## config.mk

```make
export PLATFORM = sky130hd
export DESIGN_NAME = fft_frame_seq
export DESIGN_NICKNAME = d
export VERILOG_FILES = /design/src/rtl/fft_frame_seq_pkg.sv /design/src/rtl/fft_frame_seq_frame_beat_checker.sv /design/src/rtl/fft_frame_seq.sv
export SDC_FILE = /design/constraint.sdc
export NUM_CORES = 1
export LEC_CHECK = 0
export CAP_MARGIN = 10
export CELL_PAD_IN_SITES_DETAIL_PLACEMENT = 1
export CELL_PAD_IN_SITES_GLOBAL_PLACEMENT = 2
export CORE_ASPECT_RATIO = 1.2
export CORE_MARGIN = 1
export CORE_UTILIZATION = 30
export CTS_CLUSTER_DIAMETER = 200
export DETAILED_ROUTE_END_ITERATION = 16
export HOLD_SLACK_MARGIN = 0.05
export PLACE_DENSITY_LB_ADDON = 0.1
export SYNTH_ARGS = -nofsm -noshare
export SYNTH_HDL_FRONTEND = slang
export SYNTH_SLANG_ARGS = --single-unit
export TNS_END_PERCENT = 100
```

## constraint.sdc

```tcl
create_clock -name i_clk -period 2.1 [get_ports i_clk]
set_clock_uncertainty 0.05 [all_clocks]
set_input_delay 0.21 -clock i_clk [delete_from_list [all_inputs] [get_ports i_clk]]
set_output_delay 0.21 -clock i_clk [all_outputs]
set_load 0.005 [all_outputs]
```

## src/rtl/fft_frame_seq_pkg.sv

```systemverilog
// Shared FFT pipeline defines: frame geometry, counter widths and sequencer state encodings.
// Latency: none (definitions only).
// Backpressure: not applicable.
package fft_frame_seq_pkg;

    // Frame geometry shared by the stream slave, FFT engine and output master
    localparam int FFT_SIZE_DEFAULT      = 4096;
    localparam int FFT_ADDR_WIDTH        = 12;
    // Byte address width of one frame buffer holding 32-bit samples
    localparam int FFT_BYTE_COUNT_WIDTH  = FFT_ADDR_WIDTH + 2;
    localparam int FFT_CNT_WIDTH_DEFAULT = 16;

    // Frame sequencer states; encodings are visible on the state output
    typedef enum logic [1:0] {
        ST_IDLE    = 2'd0,
        ST_LOAD    = 2'd1,
        ST_COMPUTE = 2'd2,
        ST_UNLOAD  = 2'd3
    } seq_state_t;

endpackage

```

## src/rtl/fft_frame_seq_frame_beat_checker.sv

```systemverilog
// Frame beat checker: counts accepted input beats, detects the final beat, flags TLAST framing errors.
// Latency: count and flags update at the accepting edge; last_beat is combinational in the beat cycle.
// Backpressure: none; it only observes accepted beats (write strobes) and never stalls the stream.
module fft_frame_seq_frame_beat_checker
    import fft_frame_seq_pkg::*;
#(
    parameter int FFT_SIZE   = FFT_SIZE_DEFAULT,
    parameter int ADDR_WIDTH = FFT_ADDR_WIDTH
) (
    input  logic                  i_clk,
    input  logic                  i_reset_n,
    input  logic                  i_clear,
    input  logic                  i_we,
    input  logic                  i_tlast,
    input  logic                  i_clear_err,
    output logic [ADDR_WIDTH:0]   o_beat_count,
    output logic                  o_last_beat,
    output logic                  o_err_early_tlast,
    output logic                  o_err_missing_tlast
);

    localparam logic [ADDR_WIDTH:0] LP_LAST_IDX = (ADDR_WIDTH + 1)'(FFT_SIZE - 1);

    logic [ADDR_WIDTH:0] r_beat_count;
    logic                r_err_early;
    logic                r_err_missing;

    logic                w_at_last;
    logic                w_set_early;
    logic                w_set_missing;

    // The beat about to be accepted is the final one of the frame
    assign w_at_last     = (r_beat_count == LP_LAST_IDX);
    assign w_set_early   = i_we & i_tlast & ~w_at_last;
    assign w_set_missing = i_we & ~i_tlast & w_at_last;

    // Beat counter: cleared at frame start or abort, otherwise counts accepted beats
    always_ff @(posedge i_clk or negedge i_reset_n) begin
        if (!i_reset_n) begin
            r_beat_count <= '0;
        end else if (i_clear) begin
            r_beat_count <= '0;
        end else if (i_we) begin
            r_beat_count <= r_beat_count + (ADDR_WIDTH + 1)'(1);
        end
    end

    // Sticky framing errors; a new error in the same cycle as clear_err wins
    always_ff @(posedge i_clk or negedge i_reset_n) begin
        if (!i_reset_n) begin
            r_err_early   <= 1'b0;
            r_err_missing <= 1'b0;
        end else begin
            r_err_early   <= w_set_early   | (r_err_early   & ~i_clear_err);
            r_err_missing <= w_set_missing | (r_err_missing & ~i_clear_err);
        end
    end

    assign o_beat_count        = r_beat_count;
    assign o_last_beat         = i_we & w_at_last;
    assign o_err_early_tlast   = r_err_early;
    assign o_err_missing_tlast = r_err_missing;

endmodule

```

## src/rtl/fft_frame_seq.sv

```systemverilog
// Frame sequencer: walks stream slave, FFT engine and output master through LOAD, COMPUTE, UNLOAD.
// Latency: each go pulse appears the cycle after its trigger; slave_reset is combinational.
// Backpressure: the slave write phase is ended after exactly FFT_SIZE accepted beats; done pulses are waited for.
module fft_frame_seq
    import fft_frame_seq_pkg::*;
#(
    parameter int FFT_SIZE   = FFT_SIZE_DEFAULT,
    parameter int ADDR_WIDTH = FFT_ADDR_WIDTH,
    parameter int CNT_WIDTH  = FFT_CNT_WIDTH_DEFAULT
) (
    input  logic                  i_clk,
    input  logic                  i_reset_n,
    input  logic                  i_start,
    input  logic                  i_continuous,
    input  logic                  i_abort,
    input  logic                  i_clear_err,
    input  logic                  i_s2mem_we,
    input  logic                  i_s_axis_tlast,
    output logic                  o_slave_go,
    output logic                  o_slave_reset,
    output logic                  o_fft_go,
    input  logic                  i_fft_done,
    output logic                  o_master_go,
    input  logic                  i_master_done,
    output logic                  o_engine_flush,
    output logic                  o_busy,
    output logic [1:0]            o_state,
    output logic [ADDR_WIDTH:0]   o_beat_count,
    output logic [CNT_WIDTH-1:0]  o_frame_count,
    output logic                  o_err_early_tlast,
    output logic                  o_err_missing_tlast
);

    seq_state_t           r_state;
    logic                 r_slave_go;
    logic                 r_fft_go;
    logic                 r_master_go;
    logic                 r_engine_flush;
    logic                 r_busy;
    logic [CNT_WIDTH-1:0] r_frame_count;

    logic                 w_fft_done_ok;
    logic                 w_master_done_ok;
    logic                 w_frame_start;
    logic                 w_beat_clear;
    logic                 w_beat_we;
    logic                 w_last_beat;

    // Done pulses only count in their own state and never in the go-pulse cycle itself
    assign w_fft_done_ok    = (r_state == ST_COMPUTE) & ~r_fft_go    & i_fft_done;
    assign w_master_done_ok = (r_state == ST_UNLOAD)  & ~r_master_go & i_master_done;

    // A new frame starts from IDLE on start, or straight after UNLOAD in continuous mode
    assign w_frame_start = ~i_abort & (((r_state == ST_IDLE) & i_start) |
                                       (w_master_done_ok & i_continuous));
    assign w_beat_clear  = i_abort | w_frame_start;
    // Beats only count while loading; an abort beat is discarded
    assign w_beat_we     = i_s2mem_we & (r_state == ST_LOAD) & ~i_abort;

    fft_frame_seq_frame_beat_checker #(
        .FFT_SIZE   (FFT_SIZE),
        .ADDR_WIDTH (ADDR_WIDTH)
    ) u_frame_beat_checker (
        .i_clk               (i_clk),
        .i_reset_n           (i_reset_n),
        .i_clear             (w_beat_clear),
        .i_we                (w_beat_we),
        .i_tlast             (i_s_axis_tlast),
        .i_clear_err         (i_clear_err),
        .o_beat_count        (o_beat_count),
        .o_last_beat         (w_last_beat),
        .o_err_early_tlast   (o_err_early_tlast),
        .o_err_missing_tlast (o_err_missing_tlast)
    );

    // Sequencer FSM with registered one-cycle go/flush pulses, busy and frame counter
    always_ff @(posedge i_clk or negedge i_reset_n) begin
        if (!i_reset_n) begin
            r_state        <= ST_IDLE;
            r_slave_go     <= 1'b0;
            r_fft_go       <= 1'b0;
            r_master_go    <= 1'b0;
            r_engine_flush <= 1'b0;
            r_busy         <= 1'b0;
            r_frame_count  <= '0;
        end else begin
            r_slave_go     <= 1'b0;
            r_fft_go       <= 1'b0;
            r_master_go    <= 1'b0;
            r_engine_flush <= 1'b0;
            if (i_abort) begin
                r_state        <= ST_IDLE;
                r_busy         <= 1'b0;
                r_engine_flush <= (r_state == ST_COMPUTE) || (r_state == ST_UNLOAD);
            end else begin
                case (r_state)
                    ST_IDLE: begin
                        if (i_start) begin
                            r_state    <= ST_LOAD;
                            r_slave_go <= 1'b1;
                            r_busy     <= 1'b1;
                        end
                    end
                    ST_LOAD: begin
                        if (w_last_beat) begin
                            r_state  <= ST_COMPUTE;
                            r_fft_go <= 1'b1;
                        end
                    end
                    ST_COMPUTE: begin
                        if (w_fft_done_ok) begin
                            r_state     <= ST_UNLOAD;
                            r_master_go <= 1'b1;
                        end
                    end
                    ST_UNLOAD: begin
                        if (w_master_done_ok) begin
                            r_frame_count <= r_frame_count + CNT_WIDTH'(1);
                            if (i_continuous) begin
                                r_state    <= ST_LOAD;
                                r_slave_go <= 1'b1;
                            end else begin
                                r_state <= ST_IDLE;
                                r_busy  <= 1'b0;
                            end
                        end
                    end
                    default: begin
                        r_state <= ST_IDLE;
                        r_busy  <= 1'b0;
                    end
                endcase
            end
        end
    end

    // Slave is held in reset during chip reset, on abort, and in the final-beat cycle
    assign o_slave_reset  = ~i_reset_n | i_abort | w_last_beat;

    assign o_slave_go     = r_slave_go;
    assign o_fft_go       = r_fft_go;
    assign o_master_go    = r_master_go;
    assign o_engine_flush = r_engine_flush;
    assign o_busy         = r_busy;
    assign o_state        = r_state;
    assign o_frame_count  = r_frame_count;

endmodule

```

==> PnR_summary.wiki <==
{| class="wikitable"
! Metric !! Value
|-
| Via count of the first global-routing pass || between 1,500 and 2,000
|-
| Distinct cell type count of the synthesized netlist || 45
|-
| Crit start category || flip-flop
|-
| Starting utilization of the core area || 31.7%
|-
| Max_slew headroom || between 60% and 70%
|-
| Number of H-tree branching levels || 2
|-
| Final period utilization || between 90% and 100%
|-
| Largest net degree at the start of global routing || 39
|-
| Post-synthesis cell area || about 2000 um^2
|-
| Synthesized Nets || 201
|-
| Initial detailed-routing violation count || 33
|-
| # nets final || 282
|-
| Number of antenna violations at the first check in global routing || 0
|-
| Peak supply drop || 0.376 mV
|-
| Final-report max-slew violation count || 0
|-
| Asr flop ratio synth || 100%
|-
| Setup repair bufs after CTS || 0
|-
| Post-route total power || slightly below 2000 uW
|-
| Yosys top cell area share || roughly half
|-
| Type of the worst min-delay path || reg2reg
|-
| # fillers || between 700 and 800
|-
| Endpoint arrival time on the critical path || 1760 ps
|-
| Die area || 6840 um^2
|-
| Most used DFF post-synth || sky130_fd_sc_hd__dfrtp_1
|-
| CTS tree || built
|-
| CTS Root Buffer Type || sky130_fd_sc_hd__clkbuf_8
|-
| Post-layout min period || ~2000 ps
|-
| Fraction of layout instances using a drive strength above 1 || between 10% and 20%
|-
| Syn. warnings || 0
|-
| Maximum clock insertion buffer count || 2
|-
| Category of the critical setup timing path || reg2out
|-
| Number of top-level pins || between 40 and 50
|-
| Number of clock sinks || 38
|-
| Post-synthesis register bit count || 38
|-
| Vias per Instance || between 4 and 5
|-
| Detailed-router iteration count before antenna repair || 4
|-
| Placement row count || 31
|-
| Total placed cells including tap cells || between 300 and 400
|-
| Sequential area share after synthesis || 48.7%
|-
| Area of the core || 6170 um^2
|-
| Detail-routed net length per standard cell || about 15 um
|-
| Aggregate global routing overflow || 0
|-
| Area added between synthesis and finish || 45.4%
|-
| Width of the die || between 70 and 80 um
|-
| Final antenna-violating net count || 0
|-
| Die Height || between 90 and 100 um
|-
| Final worst setup slack || around 84 ps
|-
| Final wirelength || about 5300 um
|-
| Most repeated cell in the gate-level netlist after synthesis || sky130_fd_sc_hd__dfrtp_1
|-
| Critical path data required time || between 1500 and 2000 ps
|-
| Number of input and output port buffers inserted || 48
|-
| Number of synthesized flops with an enable pin || 0
|-
| Transition time at the pin with the least slew margin || 500 ps
|-
| Placement Setup Slack || -58.2 ps
|-
| Average cell area after synthesis || between 10 and 15 um^2
|-
| Final estimated routing congestion in global placement || 0.747
|-
| Crit path capture type || primary output
|-
| Antenna Diode Count || 0
|-
| Clk slew on worst S/H paths || around 70 ps
|-
| Combined flip-flop and latch cell area || about 950 um^2
|-
| Number of endpoints with negative hold slack in the final report || 0
|-
| Post-Synthesis Cells || about 180
|-
| Max-cap violations || 0
|-
| Dpl hpwl || approximately 4100 um
|-
| Dominant cell type by area after synthesis || sky130_fd_sc_hd__dfrtp_1
|-
| Setup-violating endpoint count in the final report || 0
|-
| Synth area leaders || sky130_fd_sc_hd__dfrtp_1 (49%), sky130_fd_sc_hd__xnor2_1 (8.1%), sky130_fd_sc_hd__ha_1 (4.5%)
|-
| Cell Count, Final, Fillers Out || between 300 and 400
|-
| Overall routing resource usage || 17.6%
|-
| Area of the multi-input gates || 960 um^2
|-
| TritonCTS Buffers || 5
|-
| Achievable frequency || between 400 and 500 MHz
|-
| First-pass GRT wire length || ~9200 um
|-
| Insertion delay to the later sink of the worst-skew pair || about 280 ps
|-
| Worst Path Max Fanout || 2
|-
| Power Dens Cells || 699 nW/um^2
|-
| Most frequent cells after synthesis || sky130_fd_sc_hd__dfrtp_1 (38), sky130_fd_sc_hd__xnor2_1 (18), sky130_fd_sc_hd__nor2_1 (15)
|-
| Total number of vias || approximately 1,700
|-
| Result of the run || complete, no violations
|-
| P_leak || about 0.0013 uW
|-
| Number of remaining DRC errors || 0
|}
==> sequential cells by signal (all words and copies together) (netlist names) <==
register and flops:
o_fft_go 1, o_master_go 1, o_state 2, u_frame_beat_checker.o_err_missing_tlast 1
u_frame_beat_checker.o_err_early_tlast 1, o_engine_flush 1, u_frame_beat_checker.o_beat_count 13, o_slave_go 1
o_busy 1, o_frame_count 16
==> report_power, final <==
| group | internal [uW] | switching, uW |
|---|---|---|
| Sequential | 799 | 56.3 |
| Clock | 223 | 247 |
| Combinational | 343 | 315 |
| Total | 1370 | 619 |
==> placed cells by master (no fill, tap or decap), drive strengths merged, types with 4 or more instances in the layout <==
cell           netlist  routed
clkbuf               1       5
ha                   7       7
xor2                 8       8
nor2                15      15
dfrtp               38      38
nand2               14      14
and4                 4       4
inv                 11      11
nor4                 5       5
buf                  4      32
clkdlybuf4s50        0      46
and3                 6       6
nand3               14      14
a21oi                4       4
xnor2               18      18
nand4                4       4
==> metal layers <==
layer | vias to the layer above | part of all wire, % | wire [um] | GRT usage, %
met5 | - | 0 | 0 | 0
met4 | 0 | 1.9 | 102 | 4.94
met3 | 10 | 3.4 | 178 | 3.79
met2 | 43 | 53 | 2770 | 30.4
met1 | 812 | 42 | 2210 | 21.5
li1 | 797 | - | - | -
==> kinds of logic after synthesis <==
| logic type | synth area share, % |
|---|---|
| AO/OA/AOI/OAI | 5.83 |
| XOR/XNOR | 11.7 |
| adder cells (fa/ha/maj) | 4.48 |
| buffers and inverters | 3.78 |
| flip-flops | 48.7 |
| multiplexers | 1.09 |
| AND/OR/NAND/NOR | 24.5 |
==> worst max-delay path: stages (launching register included) <==
cell and delay, ps:
sky130_fd_sc_hd__dfrtp_1 380, sky130_fd_sc_hd__inv_1 80, sky130_fd_sc_hd__ha_2 190, sky130_fd_sc_hd__nor2b_4 150, sky130_fd_sc_hd__nand2_1 90, sky130_fd_sc_hd__or3b_4 390
sky130_fd_sc_hd__nand3_2 80, sky130_fd_sc_hd__buf_2 100
==> layout make-up <==
cell class,instances,area share (%)
well taps,82,3.61
repair buffers,79,24.9
inverters,11,1.45
clock inverters,2,0.353
multi-input cells,130,33.8
flip-flops and latches,38,33.5
clock buffers,5,2.42
==> path summary, 6_finish.rpt <==
path                                   start                end  slack (ps)  cells after the start
setup / recovery                  o_state[1]      o_slave_reset          80                      7
hold / removal             o_frame_count[15]  o_frame_count[15]         430                      1
setup reg to reg                  o_state[0]         o_state[1]         230                      7
hold reg to reg            o_frame_count[15]  o_frame_count[15]         430                      1
max in group asynchronous          i_reset_n  o_frame_count[11]        1110                      3
min in group asynchronous          i_reset_n   o_frame_count[6]         550                      3
==> stage by stage <==
step / setup TNS, ps / area (um^2) / hold slack, ps / utilization, %
after global routing: -25.6 / 2840 / 452 / 46.0
final: 0 / 2840 / 427 / 46.0
after global placement: 0 / 2720 / 313 / 44.2
after CTS: -30.1 / 2830 / 431 / 45.9
after floorplan: 0 / 1950 / -136 / -
after detailed placement: -58.2 / 2720 / 309 / 44.2
==> what timing repair did <==
action,in CTS,in global routing
gates resized for setup,9,2
endpoints found under the hold margin,38,0
hold buffers,1,0
pin swaps,3,1
gates cloned,0,0
setup endpoints to repair,1,1
Note: power is estimated with default switching activity, not from simulation.
